$ cat src/rtl/pg_alu_domain.sv
// Power-gated multi-cycle ALU with its own power/isolation sequencer.
// Optional PGA_RETENTION_EN keeps the last result visible while the domain is off.
module pg_alu_domain #(
    parameter int             W          = 16,
    parameter int             PUP_CYCLES = 4,
    parameter logic [W-1:0]   CLAMP_VAL  = '0
) (
    input  logic         clk,
    input  logic         rst_n,
    input  logic         pwr_req,
    input  logic         start,
    input  logic [3:0]   opcode,
    input  logic [W-1:0] A,
    input  logic [W-1:0] B,
    output logic [W-1:0] result,
    output logic         done,
    output logic         busy,
    output logic         start_rej,
    output logic         pwr_ack,
    output logic         alu_pwr_en,
    output logic         iso_en
);

    localparam int SW  = $clog2(W);
    localparam int PCW = (PUP_CYCLES > 1) ? $clog2(PUP_CYCLES) : 1;

    typedef enum logic [2:0] {
        S_OFF,
        S_PUP,
        S_ON,
        S_DRAIN,
        S_ISO
    } pst_e;

    pst_e           state_q, state_d;
    logic [PCW-1:0] pcnt_q;
    logic           pwr_en_q, iso_q, ack_q;

    logic [W-1:0]   alu_q, acc_q, mc_q, mp_q;
    logic [SW-1:0]  cnt_q;
    logic           busy_q, done_q, rej_q, mul_q;

    logic [W-1:0]   op_res, acc_nx, clamp_src;
    logic [SW-1:0]  shamt;
    logic           accept;

    always_comb begin
        state_d = state_q;
        unique case (state_q)
            S_OFF:   if (pwr_req) state_d = S_PUP;
            S_PUP:   if (pcnt_q == '0) state_d = S_ON;
            S_ON:    if (!pwr_req) state_d = S_DRAIN;
            S_DRAIN: if (!busy_q) state_d = S_ISO;
            S_ISO:   state_d = S_OFF;
            default: state_d = S_OFF;
        endcase
    end

    // Power controls are registered from the next state so they track state_q.
    always_ff @(posedge clk) begin
        if (!rst_n) begin
            state_q  <= S_OFF;
            pcnt_q   <= '0;
            pwr_en_q <= 1'b0;
            iso_q    <= 1'b1;
            ack_q    <= 1'b0;
        end else begin
            state_q  <= state_d;
            if (state_q != S_PUP) pcnt_q <= PCW'(PUP_CYCLES - 1);
            else                  pcnt_q <= pcnt_q - 1'b1;
            pwr_en_q <= (state_d != S_OFF);
            iso_q    <= (state_d == S_OFF) || (state_d == S_PUP)
                     || (state_d == S_ISO);
            ack_q    <= (state_d == S_ON);
        end
    end

    assign shamt  = B[SW-1:0];
    assign accept = start && (state_q == S_ON) && (!busy_q || done_q);
    assign acc_nx = acc_q + (mp_q[0] ? mc_q : '0);

    always_comb begin
        op_res = '0;
        unique case (opcode)
            4'd0:    op_res = A + B;
            4'd1:    op_res = A - B;
            4'd2:    op_res = A & B;
            4'd3:    op_res = A | B;
            4'd4:    op_res = A ^ B;
            4'd5:    op_res = ~A;
            4'd6:    op_res = A << shamt;
            4'd7:    op_res = A >> shamt;
            default: op_res = '0;
        endcase
    end

    // MUL: first partial product is folded into the accept edge so the
    // W-th step lands on the cycle done pulses.
    always_ff @(posedge clk) begin
        if (!rst_n) begin
            alu_q  <= '0;
            acc_q  <= '0;
            mc_q   <= '0;
            mp_q   <= '0;
            cnt_q  <= '0;
            busy_q <= 1'b0;
            done_q <= 1'b0;
            rej_q  <= 1'b0;
            mul_q  <= 1'b0;
        end else begin
            done_q <= 1'b0;
            rej_q  <= start && !accept;
            if (!pwr_en_q) begin
                alu_q  <= '0;
                busy_q <= 1'b0;
                mul_q  <= 1'b0;
            end else if (accept) begin
                busy_q <= 1'b1;
                if (opcode == 4'd8) begin
                    mul_q <= 1'b1;
                    cnt_q <= SW'(W - 1);
                    acc_q <= B[0] ? A : '0;
                    mc_q  <= A << 1;
                    mp_q  <= B >> 1;
                end else begin
                    alu_q  <= op_res;
                    done_q <= 1'b1;
                end
            end else if (mul_q) begin
                acc_q <= acc_nx;
                mc_q  <= mc_q << 1;
                mp_q  <= mp_q >> 1;
                cnt_q <= cnt_q - 1'b1;
                if (cnt_q == SW'(1)) begin
                    alu_q  <= acc_nx;
                    done_q <= 1'b1;
                    mul_q  <= 1'b0;
                end
            end else begin
                busy_q <= 1'b0;
            end
        end
    end

`ifdef PGA_RETENTION_EN
    logic [W-1:0] ret_q;
    logic         dirty_q;

    // Only a session that produced a result overwrites the retained value.
    always_ff @(posedge clk) begin
        if (!rst_n) begin
            ret_q   <= CLAMP_VAL;
            dirty_q <= 1'b0;
        end else begin
            if (!pwr_en_q) dirty_q <= 1'b0;
            else if (done_q) dirty_q <= 1'b1;
            if (state_q == S_DRAIN && state_d == S_ISO && dirty_q)
                ret_q <= alu_q;
        end
    end

    assign clamp_src = ret_q;
`else
    assign clamp_src = CLAMP_VAL;
`endif

    assign result     = (iso_q || !pwr_en_q) ? clamp_src : alu_q;
    assign done       = done_q;
    assign busy       = busy_q;
    assign start_rej  = rej_q;
    assign pwr_ack    = ack_q;
    assign alu_pwr_en = pwr_en_q;
    assign iso_en     = iso_q;

endmodule
$ cat config.mk
export PLATFORM = sky130hd
export DESIGN_NAME = pg_alu_domain
export DESIGN_NICKNAME = d
export VERILOG_FILES = /design/src/rtl/pg_alu_domain.sv
export SDC_FILE = /design/constraint.sdc
export NUM_CORES = 1
export LEC_CHECK = 0
export ABC_AREA = 1
export CAP_MARGIN = 20
export CORE_ASPECT_RATIO = 1.25
export CORE_UTILIZATION = 40
export DETAILED_ROUTE_END_ITERATION = 10
export HOLD_SLACK_MARGIN = 0.03
export MAX_ROUTING_LAYER = met4
export PLACE_DENSITY = 0.62
export SLEW_MARGIN = 15
export SYNTH_ARGS = -nofsm -noshare
export SYNTH_HDL_FRONTEND = slang
export SYNTH_SLANG_ARGS = --single-unit
$ cat constraint.sdc
create_clock -name clk -period 8 [get_ports clk]
set_input_delay 0.8 -clock clk [delete_from_list [all_inputs] [get_ports clk]]
set_output_delay 0.8 -clock clk [all_outputs]
set_load 0.005 [all_outputs]
==> results.json, run 1 <==
{
  "fp.dieArea_sq_mm": 0.02018,
  "grt_overflow": 0,
  "synth_cell_types": 45,
  "core.rowCount": 56,
  "setup_viol": 0,
  "cts_buffers": 9,
  "cts_setup_buffers": 0,
  "grt_use_met3_pct": 3.696,
  "timing.rr.start": "busy",
  "cts.repair.resized": 0,
  "startpoint": "B[0]",
  "worst_slack_ns": 3.786,
  "vias": 8808,
  "timing.rr.end": "acc_q[15]",
  "finalCritPeriodShare_pct": 52.68,
  "clkLatencyLatePin_ns": 0.36,
  "min_path_type": "reg2reg",
  "fillers": 2106,
  "drcViolationCount": 0,
  "worst_r2r_path_depth": 13,
  "dp_hpwl_um": 21540,
  "fin_setup_tns_ns": 0,
  "end_kind": "flip-flop",
  "async_flop_share_pct": 0,
  "ys_warn_count": 0,
  "grt_max_degree": 79,
  "syn2layout_area_growth_pct": 12.73,
  "finalHoldViolations": 0,
  "final_nets": 1482,
  "ctsHoldBuffers": 0,
  "port_buffers": 61,
  "die_h_um": 158.6,
  "cap_violations": 0,
  "critPathLaunchType": "input port",
  "top_usage_layer": "met2",
  "layout-drive-gt1-share_pct": 3.553,
  "track_usage_pct": 29.30,
  "seq_area_frac_synth_pct": 19.91,
  "fin_crit_ns": 4.214,
  "core_sq_mm": 0.01899,
  "grt_pass1_wl_um": 43970,
  "numClockSinks": 78,
  "pin_count": 62,
  "finClkSkew_ns": 0.01377,
  "ant_nets": 0,
  "drtIter0Drc": 815,
  "grt_pass1_vias": 8173,
  "worstHoldPathCells": 2,
  "postSynthAreaPerCell_sq_um": 5.810,
  "crit_fanout": 33,
  "synth_cells": 1350,
  "status": "completed",
  "fp.dieW_um": 127.3,
  "r2r_setup_slack_ns": 4.72,
  "place_ws_ns": 3.523,
  "critPathKind": "in2reg",
  "min-delay-start": "mul_q",
  "cts_tree": "built",
  "synth_edf_count": 0,
  "avgViaCountPerCell": 5.371,
  "hold_path_end": "busy",
  "synth_seq_cells": 78,
  "cp.arrival_ns": 4.45,
  "htree_levels": 3,
  "required_ns": 8.24,
  "p_per_area_mw_per_mm2": 123.5,
  "antenna_found_initial": 0,
  "met1_usage_pct": 33.67,
  "syn_nets": 1458,
  "initial_core_util_pct": 41.31,
  "routed_wl_um": 27870,
  "syn-cell-area_sq_mm": 0.007844,
  "fmax_mhz": 237.3,
  "relSlewSlack_pct": 48.65,
  "rsz0062_at_grt": "no",
  "ir_worst_vdd_mv": 0.08429,
  "cts_buffer_depth": 2,
  "p_leak_nw": 4.309,
  "drt_first_pass_iters": 6,
  "total_power_w": 0.001092,
  "diodes": 0,
  "cts.root.buffer_cell": "clkbuf_16",
  "worst_slew_pin_slew_ns": 0.7674,
  "clk_pin_slew_ns": 0.07,
  "drv_slew": 0,
  "gp_congestion": 1.019,
  "ys.flop_type": "dfxtp_1",
  "wire_per_inst_um": 16.99,
  "use_met2_pct": 49.37
}
[kinds of logic (layout without fill, tap and decap cells)]
kind of cell,after synthesis,count (layout),synth area share [%]
xor gates and xnor gates,19,19,2.122
buffers and inverters,233,262,12.27
AOI/OAI and AO/OA,262,262,18.15
adders and majority gates,68,68,11.04
DFF,78,78,19.91
and+or+nand+nor,688,688,36.26
muxes,2,2,0.2552
[synth_stat cells (2+ instances only)]
cell       instances  area (sq um)
fa_1               2         40.04
o22ai_1            2         12.51
nand3b_1           4         30.03
a31oi_1           36         225.2
a21boi_0           2         15.01
clkbuf_1          25         93.84
xor2_1            17         148.9
o21bai_1           4         30.03
nor3_1            14         70.07
a21oi_1           89         445.4
o21ai_0           93         465.5
buf_6              6         67.56
inv_2              6         22.52
nand2_1          399          1498
nor2_2             5         31.28
buf_4              4         30.03
buf_2             20         100.1
and2_1             2         12.51
o211ai_1           4         30.03
nand4_1           16         100.1
xnor2_1            2         17.52
or2_2              8         50.05
dfxtp_1           78          1562
mux2i_1            2         20.02
nand3_1          104         520.5
o21ai_1           22         110.1
a211oi_1           2         15.01
inv_1            169         634.4
ha_1              66         825.8
nor2_1           131         491.7
o2111ai_1          2         17.52
[placed cells by master (no fill, tap or decap), types with 9 or more instances in the layout]
cell type | Yosys | routed
nand2_1 | 399 | 399
inv_1 | 169 | 169
nor2_1 | 131 | 131
nand3_1 | 104 | 104
o21ai_0 | 93 | 93
a21oi_1 | 89 | 89
dfxtp_1 | 78 | 78
ha_1 | 66 | 66
clkdlybuf4s50_1 | 0 | 61
a31oi_1 | 36 | 36
o21ai_1 | 22 | 22
xor2_1 | 17 | 17
nand4_1 | 16 | 16
nor3_1 | 14 | 14
clkbuf_16 | 0 | 9
[metrics by stage]
stage	hold WS, ns	utilization, %	std cells	area (sq um)
after floorplan	0.4356	-	1350	7844
after global placement	0.4451	45.01	1624	8546
after detailed placement	0.4475	45.01	1624	8546
after CTS	0.4599	46.57	1640	8842
after global routing	0.4832	46.57	1640	8842
final	0.4587	46.57	1640	8842
[where the power goes]
group	internal (W)	switching (W)
Clock	0.000222	0.000196
Sequential	0.000392	0.00000301
Combinational	0.0000905	0.000189
Total	0.000704	0.000388
[per-layer routing]
metal | wire length (um) | vias up
li1 | - | 4419
met1 | 11810 | 4015
met2 | 13110 | 289
met3 | 1369 | 85
met4 | 1578 | 0
met5 | 0 | -
[flip-flops by register name, summed over array words and instances, names as in the netlist]
register / count
busy: 1
alu_pwr_en: 1
acc_q: 16
mc_q: 15
mp_q: 15
done: 1
pcnt_q: 2
mul_q: 1
iso_en: 1
pwr_ack: 1
alu_q: 16
start_rej: 1
cnt_q: 4
state_q: 3
[how the worst max path moves through the flow]
| stage | to | slack [ns] | cells after the start |
|---|---|---|---|
| after floorplan | alu_q[13] | 4.50 | 21 |
| after global routing | alu_q[13] | 3.43 | 22 |
| final | alu_q[13] | 3.79 | 22 |
| after global placement | alu_q[14] | 3.52 | 26 |
| after detailed placement | alu_q[13] | 3.52 | 22 |
| after CTS | alu_q[15] | 3.89 | 24 |
[area by class of cell]
class / instances / area [sq um] / share of cell area [%]
inverters: 177 / 666.9 / 7.542
flip-flops and latches: 78 / 1562 / 17.66
clock inverters: 7 / 71.32 / 0.8066
well taps: 261 / 326.6 / 3.693
repair buffers: 69 / 670.6 / 7.585
clock buffers: 9 / 225.2 / 2.547
multi-input cells: 1039 / 5320 / 60.17
[worst max-delay path: stages]
cell and delay (ns):
clkdlybuf4s50_1 0.39, buf_4 0.25, inv_2 0.36, ha_1 0.22
inv_1 0.05, nor3_1 0.13, inv_1 0.08, nor2_1 0.14
nand3_1 0.11, nand3b_1 0.20, nand2_1 0.11, xor2_1 0.15
inv_1 0.05, ha_1 0.34, a21oi_1 0.34, o21bai_1 0.10
a21oi_1 0.18, nand3_1 0.10, nand3_1 0.09, nand2_1 0.06
a21oi_1 0.13, nor2_1 0.05
Note: power is estimated with default switching activity, not from simulation.
==> run 2, diff against run 1 <==
--- a/config.mk
+++ b/config.mk
@@ -12,7 +12,7 @@
 export DETAILED_ROUTE_END_ITERATION = 10
 export HOLD_SLACK_MARGIN = 0.03
 export MAX_ROUTING_LAYER = met4
-export PLACE_DENSITY = 0.62
+export PLACE_DENSITY = 0.65
 export SLEW_MARGIN = 15
 export SYNTH_ARGS = -nofsm -noshare
 export SYNTH_HDL_FRONTEND = slang
==> constraint.sdc (replaced) <==
create_clock -name clk -period 3.7 [get_ports clk]
set_input_delay 0.37 -clock clk [delete_from_list [all_inputs] [get_ports clk]]
set_output_delay 0.37 -clock clk [all_outputs]
set_load 0.005 [all_outputs]
==> results.json, run 2 (same netlist as run 1, synthesis figures left out) <==
{
  "status": "completed",
  "p_leak_nw": 4.367,
  "fmax_mhz": 308.3,
  "drtIter0Drc": 650,
  "r2r_setup_slack_ns": 0.94,
  "grt_max_degree": 79,
  "antenna_found_initial": 0,
  "fin_crit_ns": 3.244,
  "relSlewSlack_pct": 44.19,
  "placed_cells": 1636,
  "core.rowCount": 56,
  "timing.rr.end": "alu_q[15]",
  "required_ns": 3.94,
  "finalHoldViolations": 0,
  "vias": 8900,
  "dp_hpwl_um": 22050,
  "clk_pin_slew_ns": 0.07,
  "p_per_area_mw_per_mm2": 264.8,
  "cts_buffer_depth": 2,
  "wire_per_inst_um": 17.07,
  "finClkSkew_ns": 0.01383,
  "combPwrFrac_pct": 26.0,
  "critPathKind": "in2reg",
  "ir_worst_vdd_mv": 0.1854,
  "fillers": 2126,
  "switching_power_w": 0.0008367,
  "track_usage_pct": 29.63,
  "core_sq_mm": 0.01899,
  "worstHoldPathCells": 2,
  "layout-drive-gt1-share_pct": 4.385,
  "grt_overflow": 0,
  "die_h_um": 158.6,
  "crit_chain": "clkdlybuf4s50_1, inv_2, ha_1, inv_1, nor3_1, inv_1, nor2_1, nand3_1, nand3b_1, nand2_1, xor2_1, inv_1, ha_1, a21oi_1, o21bai_1, a21oi_1, nand3_1, nand3_1, nand2_1, a21oi_1, nor2_1",
  "rsz0062_at_grt": "no",
  "setup_viol": 0,
  "routed_wl_um": 28200,
  "end_kind": "flip-flop",
  "syn2layout_area_growth_pct": 13.91,
  "slowest_stage": "clkdlybuf4s50_1",
  "pin_count": 62,
  "htree_levels": 3,
  "min-delay-start": "mul_q",
  "final_common_cell": "nand2_1",
  "drcViolationCount": 0,
  "cts.repair.resized": 0,
  "final_nets": 1494,
  "cap_violations": 0,
  "cts_setup_buffers": 0,
  "timing.rr.start": "mp_q[0]",
  "worst_r2r_path_depth": 13,
  "intPower_w": 0.001529,
  "switching_share_pct": 35.36,
  "initial_core_util_pct": 41.31,
  "hold_path_end": "busy",
  "worst_slew_pin_slew_ns": 0.8340,
  "fp.dieArea_sq_mm": 0.02018,
  "grt_pass1_wl_um": 44330,
  "ctsHoldBuffers": 0,
  "fp.dieW_um": 127.3,
  "reg_top3": "acc_q x16, alu_q x16",
  "ant_nets": 0,
  "diodes": 0,
  "cts.root.buffer_cell": "clkbuf_16",
  "layout.cells.non_filler": 1652,
  "finalCritPeriodShare_pct": 87.67,
  "port_buffers": 61,
  "cts_buffers": 9,
  "critPathLaunchType": "input port",
  "fin_setup_tns_ns": 0,
  "numClockSinks": 78,
  "drv_slew": 0,
  "crit_fanout": 5,
  "grt_pass1_vias": 8161,
  "cts_tree": "built",
  "layout_common_cells": "nand2_1 (399), inv_1 (169), nor2_1 (131), nand3_1 (104), o21ai_0 (93)",
  "clkLatencyLatePin_ns": 0.35,
  "max_stage_delay_ns": 0.51,
  "p_seq_share_pct": 36.1,
  "gp_congestion": 1.011,
  "min_path_type": "reg2reg",
  "avgViaCountPerCell": 5.387,
  "drt_first_pass_iters": 8,
  "cp.arrival_ns": 3.48,
  "clockPowerShare_pct": 37.9
}
==> run 2: cell count changes in the layout (fill, tap and decap cells not counted) <==
cell / before / now
buf_4: 8 / 20
inv_8: 4 / 2
clkinv_8: 0 / 1
inv_6: 2 / 3
==> run 2: through the flow <==
stage               utilization [%]  hold WS (ns)  area (sq um)  power [W]  setup slack (ns)
floorplan                         -        0.4356          7844   0.001247            0.6320
global placement              45.48        0.4492          8636   0.001475            0.1390
global route                  47.05        0.5034          8935   0.002477           0.06201
detailed placement            45.48        0.4534          8636   0.001476            0.1100
CTS                           47.05        0.4646          8935   0.002371            0.4570
finish                        47.05        0.4632          8935   0.002366            0.4562
==> run 2: critical path, delay by kind of cell <==
| family | cells | cell delay (ns) |
|---|---|---|
| compound gates | 4 | 0.72 |
| buf+inv | 5 | 0.79 |
| xor+xnor | 1 | 0.15 |
| simple gates | 9 | 0.97 |
| fa+ha+maj | 2 | 0.47 |
==> run 2: routing by layer <==
layer	vias up	global-route usage [%]	part of all wire (%)
met3	70	3.091	4.7
met4	0	14.80	4.7
met2	288	51.02	49
met1	4084	34.43	42
met5	-	-	0
li1	4458	-	-
==> run 2: cell type report <==
class	count	area, sq um	share of cell area [%]
sequential	78	1562	17.48
clock buffer	9	225.2	2.521
timing repair buffer	81	760.7	8.514
tap	261	326.6	3.655
inverter	177	666.9	7.464
multi-input combinational	1039	5320	59.54
clock inverter	7	73.82	0.8262
==> run 2: worst max-delay path by stage <==
stage                     from   endpoint  cells after the start
after detailed placement  B[0]  alu_q[13]                     21
after global routing      B[0]  alu_q[15]                     23
final                     B[0]  alu_q[13]                     21
after CTS                 B[0]  alu_q[13]                     21
after global placement    B[0]  alu_q[13]                     21
after floorplan           B[1]  alu_q[13]                     21
==> run 2: power by group through the flow <==
stage	sequential [W]	combinational [W]	clock, W
after floorplan	0.000873	0.000374	0
after global placement	0.000874	0.000602	0
after detailed placement	0.000873	0.000603	0
after CTS	0.000854	0.000606	0.000911
after global routing	0.000855	0.000679	0.000943
final	0.000854	0.000615	0.000897
==> run 3, diff against run 2 <==
--- a/config.mk
+++ b/config.mk
@@ -5,14 +5,13 @@
 export SDC_FILE = /design/constraint.sdc
 export NUM_CORES = 1
 export LEC_CHECK = 0
-export ABC_AREA = 1
 export CAP_MARGIN = 20
 export CORE_ASPECT_RATIO = 1.25
 export CORE_UTILIZATION = 40
 export DETAILED_ROUTE_END_ITERATION = 10
 export HOLD_SLACK_MARGIN = 0.03
 export MAX_ROUTING_LAYER = met4
-export PLACE_DENSITY = 0.65
+export PLACE_DENSITY = 0.64
 export SLEW_MARGIN = 15
 export SYNTH_ARGS = -nofsm -noshare
 export SYNTH_HDL_FRONTEND = slang
==> results.json, run 3 <==
{
  "port_buffers": 61,
  "switching_power_w": 0.0007931,
  "relSlewSlack_pct": 37.95,
  "placed_area_sq_mm": 0.008855,
  "antenna_found_initial": 0,
  "rsz0062_at_grt": "no",
  "required_ns": 3.92,
  "total_power_w": 0.002592,
  "synth_seq_cells": 78,
  "final_common_cell": "nand2_1",
  "worst_slack_ns": 0.5092,
  "numClockSinks": 78,
  "worst_r2r_path_depth": 11,
  "ys_warn_count": 0,
  "fp.dieArea_sq_mm": 0.02043,
  "startpoint": "opcode[1]",
  "seq_area_frac_synth_pct": 19.66,
  "cts.root.buffer_cell": "clkbuf_16",
  "dp_hpwl_um": 21100,
  "synthMostInstantiatedCell": "nand2_1",
  "finClkSkew_ns": 0.009379,
  "htree_levels": 3,
  "switching_share_pct": 30.60,
  "ir_worst_vdd_mv": 0.2066,
  "final_nets": 1171,
  "synth_edf_count": 0,
  "placed_cells": 1317,
  "clockPowerShare_pct": 39.4,
  "critPathKind": "in2reg",
  "synth_cell_types": 80,
  "diodes": 0,
  "ys.flop_type": "dfxtp_1",
  "layout.cells.non_filler": 1332,
  "pin_count": 62,
  "clk_pin_slew_ns": 0.06,
  "drtIter0Drc": 699,
  "cts_buffer_depth": 2,
  "drt_first_pass_iters": 7,
  "synthTopCellsByArea": "dfxtp_1 (20%), ha_1 (10%), mux4_2 (5.7%)",
  "core.rowCount": 57,
  "track_usage_pct": 28.37,
  "postSynthAreaPerCell_sq_um": 7.749,
  "fmax_mhz": 313.4,
  "timing.rr.start": "mp_q[0]",
  "cts_buffers": 9,
  "grt_pass1_wl_um": 43200,
  "ys_top_cells_by_count": "nand2_1 (114), nor2_1 (106), dfxtp_1 (78)",
  "fin_setup_tns_ns": 0,
  "gp_congestion": 1.016,
  "synth_cells": 1025,
  "synth_top_area_cell": "dfxtp_1",
  "ctsHoldBuffers": 0,
  "p_seq_share_pct": 33.1,
  "layout-drive-gt1-share_pct": 11.15,
  "critPathLaunchType": "input port",
  "cp.arrival_ns": 3.42,
  "cts_setup_buffers": 0,
  "finalHoldViolations": 0,
  "fp.dieW_um": 128.0,
  "intPower_w": 0.001799,
  "timing.rr.end": "alu_q[9]",
  "setup_viol": 0,
  "p_per_area_mw_per_mm2": 282.0,
  "cap_violations": 0,
  "combPwrFrac_pct": 27.5,
  "crit_fanout": 6,
  "place_ws_ns": 0.1559,
  "worst_slew_pin_slew_ns": 0.9246,
  "routed_wl_um": 27680,
  "reg_top3": "acc_q x16, alu_q x16",
  "cts_tree": "built",
  "drv_slew": 0,
  "grt_overflow": 0,
  "grt_pass1_vias": 7696,
  "grt_max_degree": 60,
  "p_leak_nw": 3.563,
  "cts.repair.resized": 0,
  "synth_top_cell_area_share_pct": 19.66,
  "syn2layout_area_growth_pct": 15.72,
  "finalCritPeriodShare_pct": 86.24,
  "core_sq_mm": 0.01947,
  "vias": 8053,
  "r2r_setup_slack_ns": 0.77,
  "avgViaCountPerCell": 6.046,
  "min_path_type": "reg2reg",
  "ant_nets": 0,
  "fin_crit_ns": 3.191,
  "end_kind": "flip-flop",
  "syn_nets": 1133,
  "syn-cell-area_sq_mm": 0.007943,
  "async_flop_share_pct": 0,
  "status": "completed",
  "die_h_um": 159.5,
  "clkLatencyLatePin_ns": 0.35,
  "crit_end": "alu_q[9]",
  "drcViolationCount": 0,
  "layout_common_cells": "nand2_1 (114), nor2_1 (106), dfxtp_1 (78), a21oi_1 (70), ha_1 (66)",
  "design_area_sq_mm": 0.009191,
  "wire_per_inst_um": 20.78,
  "initial_core_util_pct": 40.79
}
==> run 3: changes by cell type in the layout (fill, tap and decap cells not counted), moves of 33 or more <==
cell and change:
a311oi_1 +33, and2_1 +34, inv_1 -123, nand2_1 -285, nand3_1 -90, o21ai_0 -51
==> run 3: power groups by stage <==
stage,combinational (W),sequential (W),clock [W]
after floorplan,0.000465,0.000872,0
after global placement,0.000698,0.000877,0
after detailed placement,0.000697,0.000877,0
after CTS,0.000700,0.000858,0.00104
after global routing,0.000768,0.000859,0.00106
final,0.000712,0.000859,0.00102
==> run 3: worst min-delay path by stage <==
stage / to / cells past startpoint / slack (ns) / from
final: pcnt_q[0] / 1 / 0.44 / pcnt_q[0]
after CTS: pcnt_q[0] / 1 / 0.44 / pcnt_q[0]
after detailed placement: pcnt_q[0] / 1 / 0.43 / pcnt_q[0]
after floorplan: pcnt_q[0] / 1 / 0.41 / pcnt_q[0]
after global routing: pcnt_q[0] / 1 / 0.46 / pcnt_q[0]
after global placement: pcnt_q[0] / 1 / 0.42 / pcnt_q[0]
==> run 3: cells by family (layout without fill, tap and decap cells) <==
kind of cell	Yosys count	after routing	share of synthesized area, %
adder cells (fa/ha/maj)	68	68	10.90
buffers and inverters	132	174	7.483
flip-flops	78	78	19.66
AO/OA/AOI/OAI	305	305	26.94
multiplexers	48	48	9.515
XOR/XNOR	38	38	4.190
AND/OR/NAND/NOR	356	356	21.31
==> run 3: cell type report <==
cell class                 count  area, sq um
clock buffer                   9        225.2
clock inverter                 6        111.4
fill                        1933        10280
inverter                      50        187.7
multi-input combinational    815         5806
sequential                    78         1562
tap                          265        331.6
timing repair buffer         109        968.4
==> run 3: per-layer routing <==
layer / GRT usage [%] / share of wire (%)
met2: 46.12 / 48
met1: 34.56 / 41
met5: - / 0
met4: 14.55 / 4.7
met3: 2.923 / 5.5
==> run 3: through the flow <==
stage | hold WS (ns) | utilization, %
3_3_place_gp | 0.4199 | 45.48
2_1_floorplan | 0.4083 | -
3_5_place_dp | 0.4270 | 45.48
5_1_grt | 0.4556 | 47.21
6_report | 0.4354 | 47.21
4_1_cts | 0.4360 | 47.21
==> run 3: critical path: stages <==
cell,delay [ns]
clkdlybuf4s50_1,0.44
nor3_2,0.24
nand2_1,0.21
o21ai_0,0.37
inv_1,0.09
ha_1,0.27
nor2b_1,0.14
o31a_1,0.30
o21ai_1,0.22
o21bai_1,0.12
xor2_1,0.16
a2111oi_1,0.42
nor2_1,0.08
